==> src/rtl/uart_transmitter.sv <==
// uart_transmitter: start + DataBits (LSB first) + StopBits, no parity.
// Bit timing comes from definitions_pkg so TX and RX share one baud period.
//
// Ports:
//   clk   - system clock
//   rst   - asynchronous active-high reset
//   data  - word to send, sampled only on valid && ready
//   valid - data is presented
//   ready - idle, a word can be accepted this cycle
//   tx    - serial line, idle high, driven from a flop
//   busy  - frame in progress (!ready)
//   done  - one-cycle pulse as the last stop bit completes

package definitions_pkg;
  localparam int CLOCK_RATE = 1_843_200;
  localparam int BAUD_RATE  = 230_400;
endpackage

module uart_transmitter
  import definitions_pkg::*;
#(
  parameter int DataBits = 8,
  parameter int StopBits = 1
) (
  input  logic                clk,
  input  logic                rst,
  input  logic [DataBits-1:0] data,
  input  logic                valid,
  output logic                ready,
  output logic                tx,
  output logic                busy,
  output logic                done
);

  localparam int BaudPeriod = CLOCK_RATE / BAUD_RATE;
  localparam int CW =
    (BaudPeriod > 1) ? $clog2(BaudPeriod) : 1;
  localparam int IW = $clog2(DataBits + 1);

  localparam logic [CW-1:0] BaudLast =
    CW'(BaudPeriod - 1);
  localparam logic [CW-1:0] BaudLast2 =
    CW'(BaudPeriod - 2);
  localparam logic [IW-1:0] BitLast =
    IW'(DataBits - 1);
  localparam logic [IW-1:0] StopLast =
    IW'(StopBits - 1);

  localparam logic [1:0] IDLE  = 2'd0;
  localparam logic [1:0] START = 2'd1;
  localparam logic [1:0] DATA  = 2'd2;
  localparam logic [1:0] STOP  = 2'd3;

  if (CLOCK_RATE % BAUD_RATE != 0) begin : g_rate
    $fatal(1, "CLOCK_RATE not a multiple of BAUD_RATE");
  end
  if (BaudPeriod < 2) begin : g_period
    $fatal(1, "BaudPeriod must be at least 2");
  end
  if (DataBits < 5 || DataBits > 9) begin : g_dbits
    $fatal(1, "DataBits out of range 5..9");
  end
  if (StopBits < 1 || StopBits > 2) begin : g_sbits
    $fatal(1, "StopBits out of range 1..2");
  end

  logic [1:0]          state;
  logic [CW-1:0]       cnt;
  logic [IW-1:0]       idx;
  logic [DataBits-1:0] shift;
  logic                bit_end;

  assign bit_end = (cnt == BaudLast);
  assign ready   = (state == IDLE);
  assign busy    = ~ready;

  always_ff @(posedge clk or posedge rst) begin
    if (rst) begin
      state <= IDLE;
      tx    <= 1'b1;
      done  <= 1'b0;
      cnt   <= '0;
      idx   <= '0;
      shift <= '0;
    end else begin
      done <= 1'b0;
      unique case (state)
        IDLE: begin
          if (valid) begin
            state <= START;
            tx    <= 1'b0;
            shift <= data;
            cnt   <= '0;
            idx   <= '0;
          end
        end
        START: begin
          if (bit_end) begin
            state <= DATA;
            tx    <= shift[0];
            shift <= shift >> 1;
            cnt   <= '0;
            idx   <= '0;
          end else begin
            cnt <= cnt + 1'b1;
          end
        end
        DATA: begin
          if (bit_end) begin
            cnt <= '0;
            if (idx == BitLast) begin
              state <= STOP;
              tx    <= 1'b1;
              idx   <= '0;
            end else begin
              tx    <= shift[0];
              shift <= shift >> 1;
              idx   <= idx + 1'b1;
            end
          end else begin
            cnt <= cnt + 1'b1;
          end
        end
        STOP: begin
          // Leave one cycle early: the final stop cycle is
          // spent in IDLE with ready high, so a waiting word
          // is accepted on the exact frame boundary.
          if (idx == StopLast && cnt == BaudLast2) begin
            state <= IDLE;
            done  <= 1'b1;
            cnt   <= '0;
            idx   <= '0;
          end else if (bit_end) begin
            cnt <= '0;
            idx <= idx + 1'b1;
          end else begin
            cnt <= cnt + 1'b1;
          end
        end
        default: begin
          state <= IDLE;
          tx    <= 1'b1;
        end
      endcase
    end
  end

endmodule

==> config.mk <==
export PLATFORM = sky130hd
export DESIGN_NAME = uart_transmitter
export DESIGN_NICKNAME = d
export VERILOG_FILES = /design/src/rtl/uart_transmitter.sv
export SDC_FILE = /design/constraint.sdc
export NUM_CORES = 1
export LEC_CHECK = 0
export BUFFER_PORTS_ARGS = -buffer_cell sky130_fd_sc_hd__buf_2
export CORE_MARGIN = 2
export CORE_UTILIZATION = 60
export CTS_BUF_LIST = sky130_fd_sc_hd__clkbuf_8
export DETAILED_ROUTE_END_ITERATION = 10
export PLACE_DENSITY = 0.82
export SYNTH_ARGS = -nofsm -noshare
export SYNTH_HDL_FRONTEND = slang
export SYNTH_SLANG_ARGS = --single-unit
export TNS_END_PERCENT = 20
==> constraint.sdc <==
create_clock -name clk -period 4.11 [get_ports clk]
set_input_delay 1.233 -clock clk [delete_from_list [all_inputs] [get_ports clk]]
set_output_delay 1.233 -clock clk [all_outputs]
set_load 0.05 [all_outputs]
Word level (Yosys, flattened, before mapping)
Index checks and enable logic that the tools add are counted.
Cells by class
  add/sub/neg operators: 2
  muxes and demuxes: 29
  shifts and indexed selects: 0
  equality and inequality tests: 13
  bitwise logic cells: 1
  order comparisons: 0
  reductions and logical operators: 9
  div/mod/pow operators: 0
  multiply operators: 0
Operator list (number)
  8-bit 2-to-1 mux: 4
  4-bit 2-to-1 mux: 6
  8-bit one-hot mux with 3 select lines: 1
  4-bit one-hot mux with 4 select lines: 1
  2-bit != test, second input constant: 6
  2-bit 2-to-1 mux: 5
  5-bit AND reduction: 2
  3-bit 2-to-1 mux: 3
  3-bit one-hot mux with 3 select lines: 1
  2-bit one-hot mux with 4 select lines: 1
  4-bit AND reduction: 2
  3-bit equality test, second input constant: 2
  1-bit 2-to-1 mux: 6
  4-bit by 1-bit adder with 4-bit output, second input constant: 1
  2-bit equality test, second input constant: 2
  4-bit by 3-bit equality test with 1-bit output, second input constant: 1
  4-bit logical NOT: 1
  3-bit by 1-bit adder with 3-bit output, second input constant: 1
  3-bit != test, second input constant: 1
  1-bit one-hot mux with 3 select lines: 1
  3-bit nonzero test: 1
  2-bit by 1-bit equality test with 1-bit output, second input constant: 1
  2-bit logical NOT: 1
  2-bit OR reduction: 1
  2 further kinds: 2
Word-level totals
  output and inout bits: 4
  memories: 0
  latch bits: 0
  input bits: 11
  memory bits (writable): 0
  memory bits (read-only): 0
  register bits after elaboration: 19
  logic and storage cells: 60

Depth between registers and ports, before layout
Gate-level depths: netlist of the first run.
  depth in word-level cells: 4
  mapped depth: 8

Least setup slack after synthesis of the first run
OpenSTA, ideal clock, no wires.
  kind: register to output
  from: register state[0]
  to: output port busy
  stages on the path, launching flop included: 4
  arrival: 1335 ps
  path buffers: 0
  slack: 1542 ps
  cell sequence: dfrtp_1 -> inv_1 -> ha_1 -> inv_1
Between the ends
  longest elaborated chain between the ends: 2
Ends and longest elaborated chain
  start, declared: line 67  | logic [1:0] state;
  start signal, assigned: line 79  | state <= IDLE;
  start signal, assigned: line 90  | state <= START;
  start signal, assigned: line 99  | state <= DATA;
  2-bit logical NOT: line 74  | assign ready = (state == IDLE);
  net ready: line 29  | output logic ready,
  1-bit NOT: line 75  | assign busy = ~ready;
  end, declared: line 31  | output logic busy,
The timed path passes the listed nets, and every way through them passes these cells.

Worst setup path in the final report of the first run
  from: register state[0]
  to: output port busy
Between the ends
  longest elaborated chain between the ends: 2
Ends and longest elaborated chain (line)
  2-bit logical NOT: 74
  1-bit NOT: 75
Every way passes these cells.

==> impl_metrics.py, run 1 <==
metrics = {
    "outcome": {
        "status": "finished, final reports clean",
    },
    "clock_network": {
        "cts_inserted_buffers": 3,
        "h-tree-depth": 1,
        "numClockSinks": 19,
        "worstSkewPairLatency_ns": 0.26,
        "ctsResizeCount": 0,
        "cts_hold_buf": 0,
        "root_buffer": "clkbuf_8",
        "clkTransAtPathRegs_ns": 0.08,
        "clock_path_buffers": 2,
        "cts_setup_buffers": 0,
        "cts_tree": "yes",
    },
    "sta": {
        "hold_violations": 0,
        "grt_setup_unrepaired": "no",
        "slew_headroom_pct": 44.26,
        "setup_tns_ns": 0,
        "finClkSkew_ns": 0.005497,
        "fin_crit_sh_pct": 61.43,
        "worst_pin_slew_ns": 0.8361,
        "slew_viol_final": 0,
        "report.final.setup_viol": 0,
        "fmax_mhz": 396.1,
        "period_needed_ns": 2.525,
    },
    "placed_design": {
        "gp_congestion": 0.8744,
        "portBuffers": 14,
        "dp_hpwl_mm": 1.516,
    },
    "floorplan": {
        "io_pins": 15,
        "die-area_um2": 2260,
        "start_util_pct": 64.47,
        "die_w_um": 47.54,
        "die_h_um": 47.54,
        "rows": 15,
        "coreArea_um2": 1764,
    },
    "critical_path": {
        "worstSetupPathType": "flip-flop to output pin",
        "cp.required_ns": 2.88,
        "end_kind": "output pin",
        "start_kind": "flip-flop",
        "cp_data_arrival_time_ns": 1.29,
        "reg2regPathDepth": 6,
        "path_max_fanout": 4,
    },
    "logic_synthesis": {
        "synthDistinctLibCells": 30,
        "synth-warning-count": 0,
        "async_flop_share_pct": 100.0,
        "netlist.area_leader.share_pct": 39.60,
        "ys.flop_type": "dfrtp_1",
        "yosysTopAreaCell": "dfrtp_1",
        "yosysMostFrequentCell": "dfrtp_1",
        "yosys-top-cells-count": "dfrtp_1, nor2_1, ha_1, inv_1, mux2i_1",
        "synth_edf_count": 0,
        "synth_cells": 112,
        "yosys-top-cells-area": "dfrtp_1, ha_1, mux2i_1",
        "synthesis.nets": 134,
        "ys_ff_latch": 19,
        "ys_seq_area_share_pct": 41.91,
        "syn_area_um2": 1137,
        "synth_area_per_cell_um2": 10.15,
    },
    "power": {
        "peakVddDrop_uv": 262.4,
        "power_density_nw_per_um2": 267.4,
        "leakage_nw": 0.6014,
        "power.total_mw": 0.3386,
    },
    "routing": {
        "wl_per_cell_um": 13.53,
        "first_iter_violations": 14,
        "ant_nets": 0,
        "drc": 0,
        "wl_mm": 2.056,
        "dr.pass1.iters": 4,
        "vias_per_cell": 5.730,
        "vias": 871,
    },
    "finish": {
        "seq_area_um2": 476.7,
        "syn2layout_area_growth_pct": 11.33,
        "final_nets": 150,
        "drive_above_1_share_pct": 21.26,
        "nFillCells": 140,
        "diodes": 0,
        "multi_input_area_um2": 604.3,
    },
    "hold_path": {
        "holdPathStages": 2,
        "hp-class": "flip-flop to flip-flop",
    },
    "global_routing": {
        "grt-ovfl-total": 0,
        "grt_pass1_wl_mm": 3.443,
        "grt_max_degree": 20,
        "antenna_found_initial": 0,
        "grt_use_total_pct": 21.63,
        "grt_pass1_vias": 816,
    },
    "flow_run": {
        "maxCapViolations": 0,
    },
}
-- area by class of cell --
type,count,share of cell area [%]
multi-input cells,80,47.73
flip-flops and latches,19,37.65
repair buffers,14,5.534
clock buffers,3,3.261
inverters,10,2.964
well taps,25,2.470
clock inverters,1,0.3953
-- layer usage --
| metal | vias up | part of all wire [%] | wire length, um | GRT usage [%] |
|---|---|---|---|---|
| li1 | 419 | - | - | - |
| met1 | 413 | 43 | 889 | 27.76 |
| met2 | 31 | 51 | 1057 | 37.30 |
| met3 | 8 | 3.8 | 78 | 3.396 |
| met4 | 0 | 1.4 | 29 | 7.027 |
| met5 | - | 0 | 0 | 0 |
-- through the flow --
stage          worst slack [ns]  cell area (um2)  util [%]  instances  hold slack [ns]
6_report                  1.585             1266     71.77        152           0.5271
5_1_grt                   1.498             1266     71.77        152           0.5549
4_1_cts                   1.569             1266     71.77        152           0.5301
3_5_place_dp              1.518             1220     69.15        148           0.4895
3_3_place_gp              1.598             1220     69.15        148           0.4827
2_1_floorplan             1.542             1137         -        112           0.4757
-- kinds of logic after synthesis --
group           after synthesis  share of synthesized area (%)
simple gates                 32                          14.85
compound gates               26                          16.39
flops                        19                          41.91
buf+inv                      13                          4.951
mux                          11                          9.791
fa+ha+maj                    11                          12.10
-- state kept, by name (all words and copies together), names as in the netlist --
register and cells:
shift 8, idx 4, cnt 3, state 2, done 1, tx 1
-- worst max-delay path: stages (launching register included) --
cell and delay [ns]:
dfrtp_1 0.40, inv_1 0.11, ha_1 0.23, inv_1 0.05, buf_2 0.25
-- final timing paths --
kind / startpoint / endpoint / slack, ns
max: state[0]$_DFFE_PP0P_ / busy / 1.59
min: shift[3]$_DFFE_PP0P_ / shift[3]$_DFFE_PP0P_ / 0.53
max reg2reg: state[0]$_DFFE_PP0P_ / shift[7]$_DFFE_PP0P_ / 1.98
min reg2reg: shift[3]$_DFFE_PP0P_ / shift[3]$_DFFE_PP0P_ / 0.53
max in group asynchronous: rst / shift[0]$_DFFE_PP0P_ / 2.58
min in group asynchronous: rst / shift[1]$_DFFE_PP0P_ / 1.08
-- report_power, final --
group          total, mW  switching (mW)  internal, mW
sequential         0.192         0.00198         0.190
clock              0.132          0.0649        0.0674
combinational     0.0140         0.00757       0.00645
-- cells in the final DEF (no fill, tap or decap), drive strengths merged --
cell type  count
dfrtp         18
buf           14
nor2          13
ha            11
mux2i         10
inv           10
a21oi          9
o21ai          8
nand2          4
nand3          3
nor3b          3
o31ai          3
clkbuf         3
nor2b          2
and3b          1
o21ba          1
a2111oi        1
and2b          1
nand4b         1
mux2           1
or2            1
a22o           1
nor3           1
a32o           1
and2           1
a31oi          1
a211o          1
nand3b         1
clkinv         1
dfstp          1
No activity file was read; power rests on OpenSTA's default activity.
==> run 2, diff against run 1 <==
--- a/config.mk
+++ b/config.mk
@@ -5,12 +5,13 @@
 export SDC_FILE = /design/constraint.sdc
 export NUM_CORES = 1
 export LEC_CHECK = 0
+export ABC_AREA = 1
 export BUFFER_PORTS_ARGS = -buffer_cell sky130_fd_sc_hd__buf_2
 export CORE_MARGIN = 2
-export CORE_UTILIZATION = 60
+export CORE_UTILIZATION = 59
 export CTS_BUF_LIST = sky130_fd_sc_hd__clkbuf_8
 export DETAILED_ROUTE_END_ITERATION = 10
-export PLACE_DENSITY = 0.82
+export PLACE_DENSITY = 0.81
 export SYNTH_ARGS = -nofsm -noshare
 export SYNTH_HDL_FRONTEND = slang
 export SYNTH_SLANG_ARGS = --single-unit
==> constraint.sdc (replaced) <==
create_clock -name clk -period 2.45 [get_ports clk]
set_input_delay 0.735 -clock clk [delete_from_list [all_inputs] [get_ports clk]]
set_output_delay 0.735 -clock clk [all_outputs]
set_load 0.05 [all_outputs]
==> run 2 against run 1 <==
Worst hold slack got worse by 0.042 ns. First-iteration DRC count is 7.1% lower. Final area rose by 6.9%. Critical endpoint unchanged. Combinational power grew to 78 times the previous value. Clock skew decreased by 0.0020 ns. Highest routed layer unchanged. Global-route usage rose by 0.26 points. Clock-buffer cell count unchanged. Sequential share of layout area is 2.4 points lower. Cell count up 27%. Register-to-register slack lost 1.2 ns.
==> impl_metrics.py, run 2 <==
metrics = {
    "outcome": {
        "status": "finished, final reports clean",
    },
    "sta": {
        "fin_ws_ns": 0.3880,
        "slew_viol_final": 0,
        "period_needed_ns": 2.062,
        "slew_headroom_pct": 51.17,
        "worst_pin_slew_ns": 0.7316,
        "fin_crit_sh_pct": 84.16,
        "finClkSkew_ns": 0.003505,
        "hold_violations": 0,
        "report.final.setup_viol": 0,
        "fmax_mhz": 485.0,
        "setup_tns_ns": 0,
        "grt_setup_unrepaired": "no",
    },
    "routing": {
        "vias_per_cell": 5.161,
        "dr.pass1.iters": 4,
        "vias": 996,
        "ant_nets": 0,
        "wl_per_cell_um": 12.26,
        "wl_mm": 2.367,
        "first_iter_violations": 13,
        "drc": 0,
    },
    "critical_path": {
        "path_cells": "inv_1 > ha_1 > inv_2 > buf_2",
        "reg2regPathDepth": 8,
        "cp_data_arrival_time_ns": 1.33,
        "worstReg2RegStart": "state[0]$_DFFE_PP0P_",
        "start_kind": "flip-flop",
        "cpPeakStageDelay_ns": 0.40,
        "crit_path_start": "state[0]$_DFFE_PP0P_",
        "r2r-end": "idx[3]$_DFFE_PP0P_",
        "cp.required_ns": 1.71,
        "reg2reg_slack_ns": 0.82,
        "slowest_stage": "dfrtp_1",
        "worstSetupPathType": "flip-flop to output pin",
        "path_max_fanout": 4,
        "end_kind": "output pin",
    },
    "logic_synthesis": {
        "yosys-top-cells-count": "nand2_1, dfrtp_1, inv_1, nand3_1",
        "yosys-top-cells-area": "dfrtp_1, nand2_1, ha_1",
        "synth_cells": 151,
        "ys_ff_latch": 19,
        "syn_area_um2": 1240,
        "yosysTopAreaCell": "dfrtp_1",
        "async_flop_share_pct": 100.0,
        "synthesis.nets": 173,
        "netlist.area_leader.share_pct": 36.33,
        "yosysMostFrequentCell": "nand2_1",
        "synth_area_per_cell_um2": 8.212,
        "synthDistinctLibCells": 20,
        "synth_edf_count": 0,
        "synth-warning-count": 0,
        "ys.flop_type": "dfrtp_1",
        "ys_seq_area_share_pct": 38.45,
    },
    "placed_design": {
        "dp_hpwl_mm": 1.776,
        "dp_slack_ns": 0.6725,
        "gp_congestion": 0.7833,
        "portBuffers": 14,
    },
    "finish": {
        "syn2layout_area_growth_pct": 9.183,
        "diodes": 0,
        "final_nets": 189,
        "layout_commonest_cell": "nand2_1",
        "most-common-layout-cells": "nand2_1, dfrtp_1, inv_1",
        "top_register": "shift",
        "drive_above_1_share_pct": 22.89,
        "largest_reg_flops": 8,
        "largestRegisters": "shift x8, idx x4, cnt x3",
    },
    "clock_network": {
        "cts_tree": "yes",
        "cts_hold_buf": 0,
        "worstSkewPairLatency_ns": 0.26,
        "root_buffer": "clkbuf_8",
        "clkTransAtPathRegs_ns": 0.08,
        "cts_inserted_buffers": 3,
        "numClockSinks": 19,
        "clock_path_buffers": 2,
        "ctsResizeCount": 0,
        "h-tree-depth": 1,
        "cts_setup_buffers": 0,
    },
    "hold_path": {
        "holdPathStages": 2,
        "min_from": "tx$_DFFE_PP1P_",
        "hp-class": "flip-flop to flip-flop",
        "hold_end": "tx$_DFFE_PP1P_",
    },
    "power": {
        "power_density_nw_per_um2": 1356,
        "leakage_nw": 0.7343,
        "peakVddDrop_uv": 1042,
        "power.total_mw": 1.835,
    },
    "floorplan": {
        "die_h_um": 49.85,
        "start_util_pct": 62.56,
        "io_pins": 15,
        "coreArea_um2": 1982,
        "rows": 16,
        "die-area_um2": 2485,
        "die_w_um": 49.85,
    },
    "flow_run": {
        "maxCapViolations": 0,
    },
    "global_routing": {
        "grt-ovfl-total": 0,
        "grt_pass1_vias": 1006,
        "grt_pass1_wl_mm": 4.126,
        "grt_max_degree": 20,
        "antenna_found_initial": 0,
        "grt_use_total_pct": 21.90,
    },
}
[run 2: cell count changes in the layout (fill, tap and decap cells not counted), moves of 3 or more]
cell | before | now
inv_1 | 10 | 17
mux2i_1 | 10 | 7
o21ai_2 | 0 | 8
o31ai_1 | 3 | 0
nand3_1 | 3 | 12
a21oi_1 | 7 | 1
nand2_2 | 0 | 5
nor3b_1 | 3 | 0
nand2_1 | 4 | 44
[run 2: metal layers]
| metal | wire [um] | global-route usage [%] | vias to the layer above |
|---|---|---|---|
| met3 | 59 | 3.030 | 4 |
| met2 | 1171 | 35.33 | 22 |
| met5 | 0 | 0 | - |
| met1 | 1080 | 27.65 | 468 |
| met4 | 55 | 13.43 | 0 |
| li1 | - | - | 502 |
[run 2: report_power, final]
part           switching, mW  internal (mW)
clock                  0.111          0.113
combinational          0.713          0.373
sequential            0.0855          0.440
[run 2: worst max-delay path, delay by kind of cell, from the launching register on]
family                   cells  cell delay, ns
adder cells (fa/ha/maj)      1            0.23
buffers and inverters        3            0.44
flip-flops                   1            0.40
[run 2: worst max path at each step]
stage | end | slack [ns] | cells past startpoint
finish | busy | 0.39 | 4
global route | busy | 0.31 | 4
global placement | busy | 0.73 | 4
detailed placement | busy | 0.67 | 4
CTS | busy | 0.39 | 4
floorplan | shift[0]$_DFFE_PP0P_ | 0.42 | 10
[run 2: cell families after synthesis]
logic type               share of synthesized area [%]
AND/OR/NAND/NOR                                  27.25
buffers and inverters                            9.081
flip-flops                                       38.45
AO/OA/AOI/OAI                                    8.476
adder cells (fa/ha/maj)                          11.10
multiplexers                                     5.651
[run 2: area by class of cell]
| type | count | area (um2) |
|---|---|---|
| clock buffer | 3 | 41.29 |
| clock inverter | 1 | 5.005 |
| fill | 164 | 628.1 |
| inverter | 20 | 76.32 |
| multi-input combinational | 109 | 650.6 |
| sequential | 19 | 476.7 |
| tap | 27 | 33.78 |
| timing repair buffer | 14 | 70.07 |
[run 2: per-stage QoR]
step	instances	util, %	area (um2)	hold WS (ns)
final	193	68.31	1354	0.4849
after detailed placement	189	65.97	1308	0.4715
after floorplan	151	-	1240	0.4547
after global routing	193	68.31	1354	0.5122
after global placement	189	65.97	1308	0.4657
after CTS	193	68.31	1354	0.4897
==> run 3, diff against run 2 <==
--- a/config.mk
+++ b/config.mk
@@ -5,7 +5,7 @@
 export SDC_FILE = /design/constraint.sdc
 export NUM_CORES = 1
 export LEC_CHECK = 0
-export ABC_AREA = 1
+export ABC_AREA = 0
 export BUFFER_PORTS_ARGS = -buffer_cell sky130_fd_sc_hd__buf_2
 export CORE_MARGIN = 2
 export CORE_UTILIZATION = 59
==> constraint.sdc (replaced) <==
create_clock -name clk -period 2 [get_ports clk]
set_input_delay 0.6 -clock clk [delete_from_list [all_inputs] [get_ports clk]]
set_output_delay 0.6 -clock clk [all_outputs]
set_load 0.05 [all_outputs]
==> run 3 against run 2 <==
First-iteration DRC count is the same. Sequential power shrank 25%. Via count shrank 13%. Critical path depth shrank 1. Clock skew grew 0.0024 ns. Sequential cell count is the same. Register-to-register slack lost 0.61 ns. Utilization grew 5.7 points. Final area shrank 3.5%. Global-route usage grew 0.56 points. Largest power group is now registers. Highest routed layer unchanged.
==> impl_metrics.py, run 3 (synthesis results as in run 1) <==
metrics = {
    "placed_design": {
        "dp_slack_ns": 0.1145,
        "gp_congestion": 0.8506,
        "place_area_um2": 1260,
        "portBuffers": 14,
        "dp_hpwl_mm": 1.591,
    },
    "hold_path": {
        "hp-class": "input port to asynchronous set/reset pin",
    },
    "sta": {
        "fmax_mhz": 538.7,
        "report.final.setup_viol": 0,
        "slew_headroom_pct": 72.90,
        "whs_ns": 0.3414,
        "period_needed_ns": 1.856,
        "fin_crit_sh_pct": 92.81,
        "slew_viol_final": 0,
        "worst_pin_slew_ns": 0.4022,
        "grt_setup_unrepaired": "no",
        "finClkSkew_ns": 0.005874,
        "hold_violations": 0,
        "setup_tns_ns": 0,
        "fin_ws_ns": 0.1437,
    },
    "floorplan": {
        "die_w_um": 47.91,
        "rows": 15,
        "die_h_um": 47.91,
        "start_util_pct": 64.47,
        "die-area_um2": 2295,
        "io_pins": 15,
        "coreArea_um2": 1764,
    },
    "global_routing": {
        "grt_pass1_wl_mm": 3.463,
        "grt_max_degree": 20,
        "grt_pass1_vias": 787,
        "grt-ovfl-total": 0,
        "antenna_found_initial": 0,
        "grt_use_total_pct": 22.46,
    },
    "critical_path": {
        "path_max_fanout": 4,
        "crit_path_start": "state[0]$_DFFE_PP0P_",
        "end_kind": "output pin",
        "cp.required_ns": 1.40,
        "worstReg2RegStart": "idx[0]$_DFFE_PP0P_",
        "worstSetupPathType": "flip-flop to output pin",
        "start_kind": "flip-flop",
        "cp_data_arrival_time_ns": 1.26,
    },
    "flow_run": {
        "maxCapViolations": 0,
    },
    "power": {
        "power_density_nw_per_um2": 530.2,
        "power_switching_mw": 0.1480,
        "pwr-share-comb_pct": 4.4,
        "leakage_nw": 0.6243,
        "seqPwrFrac_pct": 57.1,
        "swShare_pct": 21.36,
        "peakVddDrop_uv": 470.7,
        "clkPwrFrac_pct": 38.5,
        "p_int_mw": 0.5446,
    },
    "routing": {
        "drc": 0,
        "wl_per_cell_um": 12.84,
        "vias_per_cell": 5.490,
        "ant_nets": 0,
        "vias": 862,
        "first_iter_violations": 13,
        "wl_mm": 2.016,
        "dr.pass1.iters": 4,
    },
    "clock_network": {
        "clock_path_buffers": 2,
        "numClockSinks": 19,
        "root_buffer": "clkbuf_8",
        "clkTransAtPathRegs_ns": 0.07,
        "cts_tree": "yes",
        "h-tree-depth": 1,
        "worstSkewPairLatency_ns": 0.26,
        "cts_inserted_buffers": 3,
    },
    "finish": {
        "drive_above_1_share_pct": 25.00,
        "final_nets": 155,
        "most-common-layout-cells": "dfrtp_1, buf_2, nor2_1",
        "nFillCells": 148,
        "layout_commonest_cell": "dfrtp_1",
        "largest_reg_flops": 8,
        "syn2layout_area_growth_pct": 14.85,
        "design_area_um2": 1306,
        "diodes": 0,
        "largestRegisters": "shift x8, idx x4, cnt x3",
        "top_register": "shift",
    },
    "outcome": {
        "status": "finished, final reports clean",
    },
}
[run 3: area by class of cell]
| type | count | area, um2 | area share [%] |
|---|---|---|---|
| clock buffers | 3 | 41.29 | 3.161 |
| clock inverters | 1 | 5.005 | 0.3831 |
| inverters | 10 | 37.54 | 2.874 |
| multi-input cells | 80 | 606.8 | 46.46 |
| flip-flops and latches | 19 | 476.7 | 36.49 |
| well taps | 25 | 31.28 | 2.395 |
| repair buffers | 19 | 107.6 | 8.238 |
[run 3: repair_timing]
action | 4_1_cts | 5_1_grt
gates resized for setup | 0 | 1
endpoints found under the setup margin | 0 | 2
buffers inserted | 0 | 0
hold buffers | 0 | 0
[run 3: final timing paths]
kind / endpoint / slack [ns] / depth (start not counted)
max in group asynchronous: tx$_DFFE_PP1P_ / 1.40 / 3
hold reg to reg: tx$_DFFE_PP1P_ / 0.50 / 2
setup reg to reg: idx[3]$_DFFE_PP0P_ / 0.21 / 6
setup / recovery: ready / 0.14 / 3
min in group clk: tx$_DFFE_PP1P_ / 0.50 / 2
hold / removal: idx[1]$_DFFE_PP0P_ / 0.34 / 3
[run 3: critical path, cell delays in order, from the launching register on]
cell     delay, ns
dfrtp_1       0.41
inv_1         0.14
ha_2          0.20
buf_2         0.26
[run 3: power groups by stage]
stage          sequential [mW]  combinational (mW)  clock, mW
3_5_place_dp             0.403              0.0316          0
6_report                 0.395              0.0308      0.266
5_1_grt                  0.396              0.0356      0.287
2_1_floorplan            0.402              0.0170          0
4_1_cts                  0.395              0.0316      0.269
3_3_place_gp             0.402              0.0302          0
[run 3: per-layer routing]
layer	GRT usage [%]	share of wire (%)	up-vias
li1	-	-	430
met1	27.70	44	412
met2	37.07	51	16
met3	4.528	3.0	4
met4	11.35	2.2	0
met5	0	0	-
[run 3: through the flow]
stage / instances / power (mW) / util (%)
finish: 157 / 0.6926 / 74.04
global route: 157 / 0.7183 / 74.04
CTS: 157 / 0.6962 / 74.04
detailed placement: 153 / 0.4343 / 71.42
global placement: 153 / 0.4324 / 71.42
floorplan: 112 / 0.4186 / -
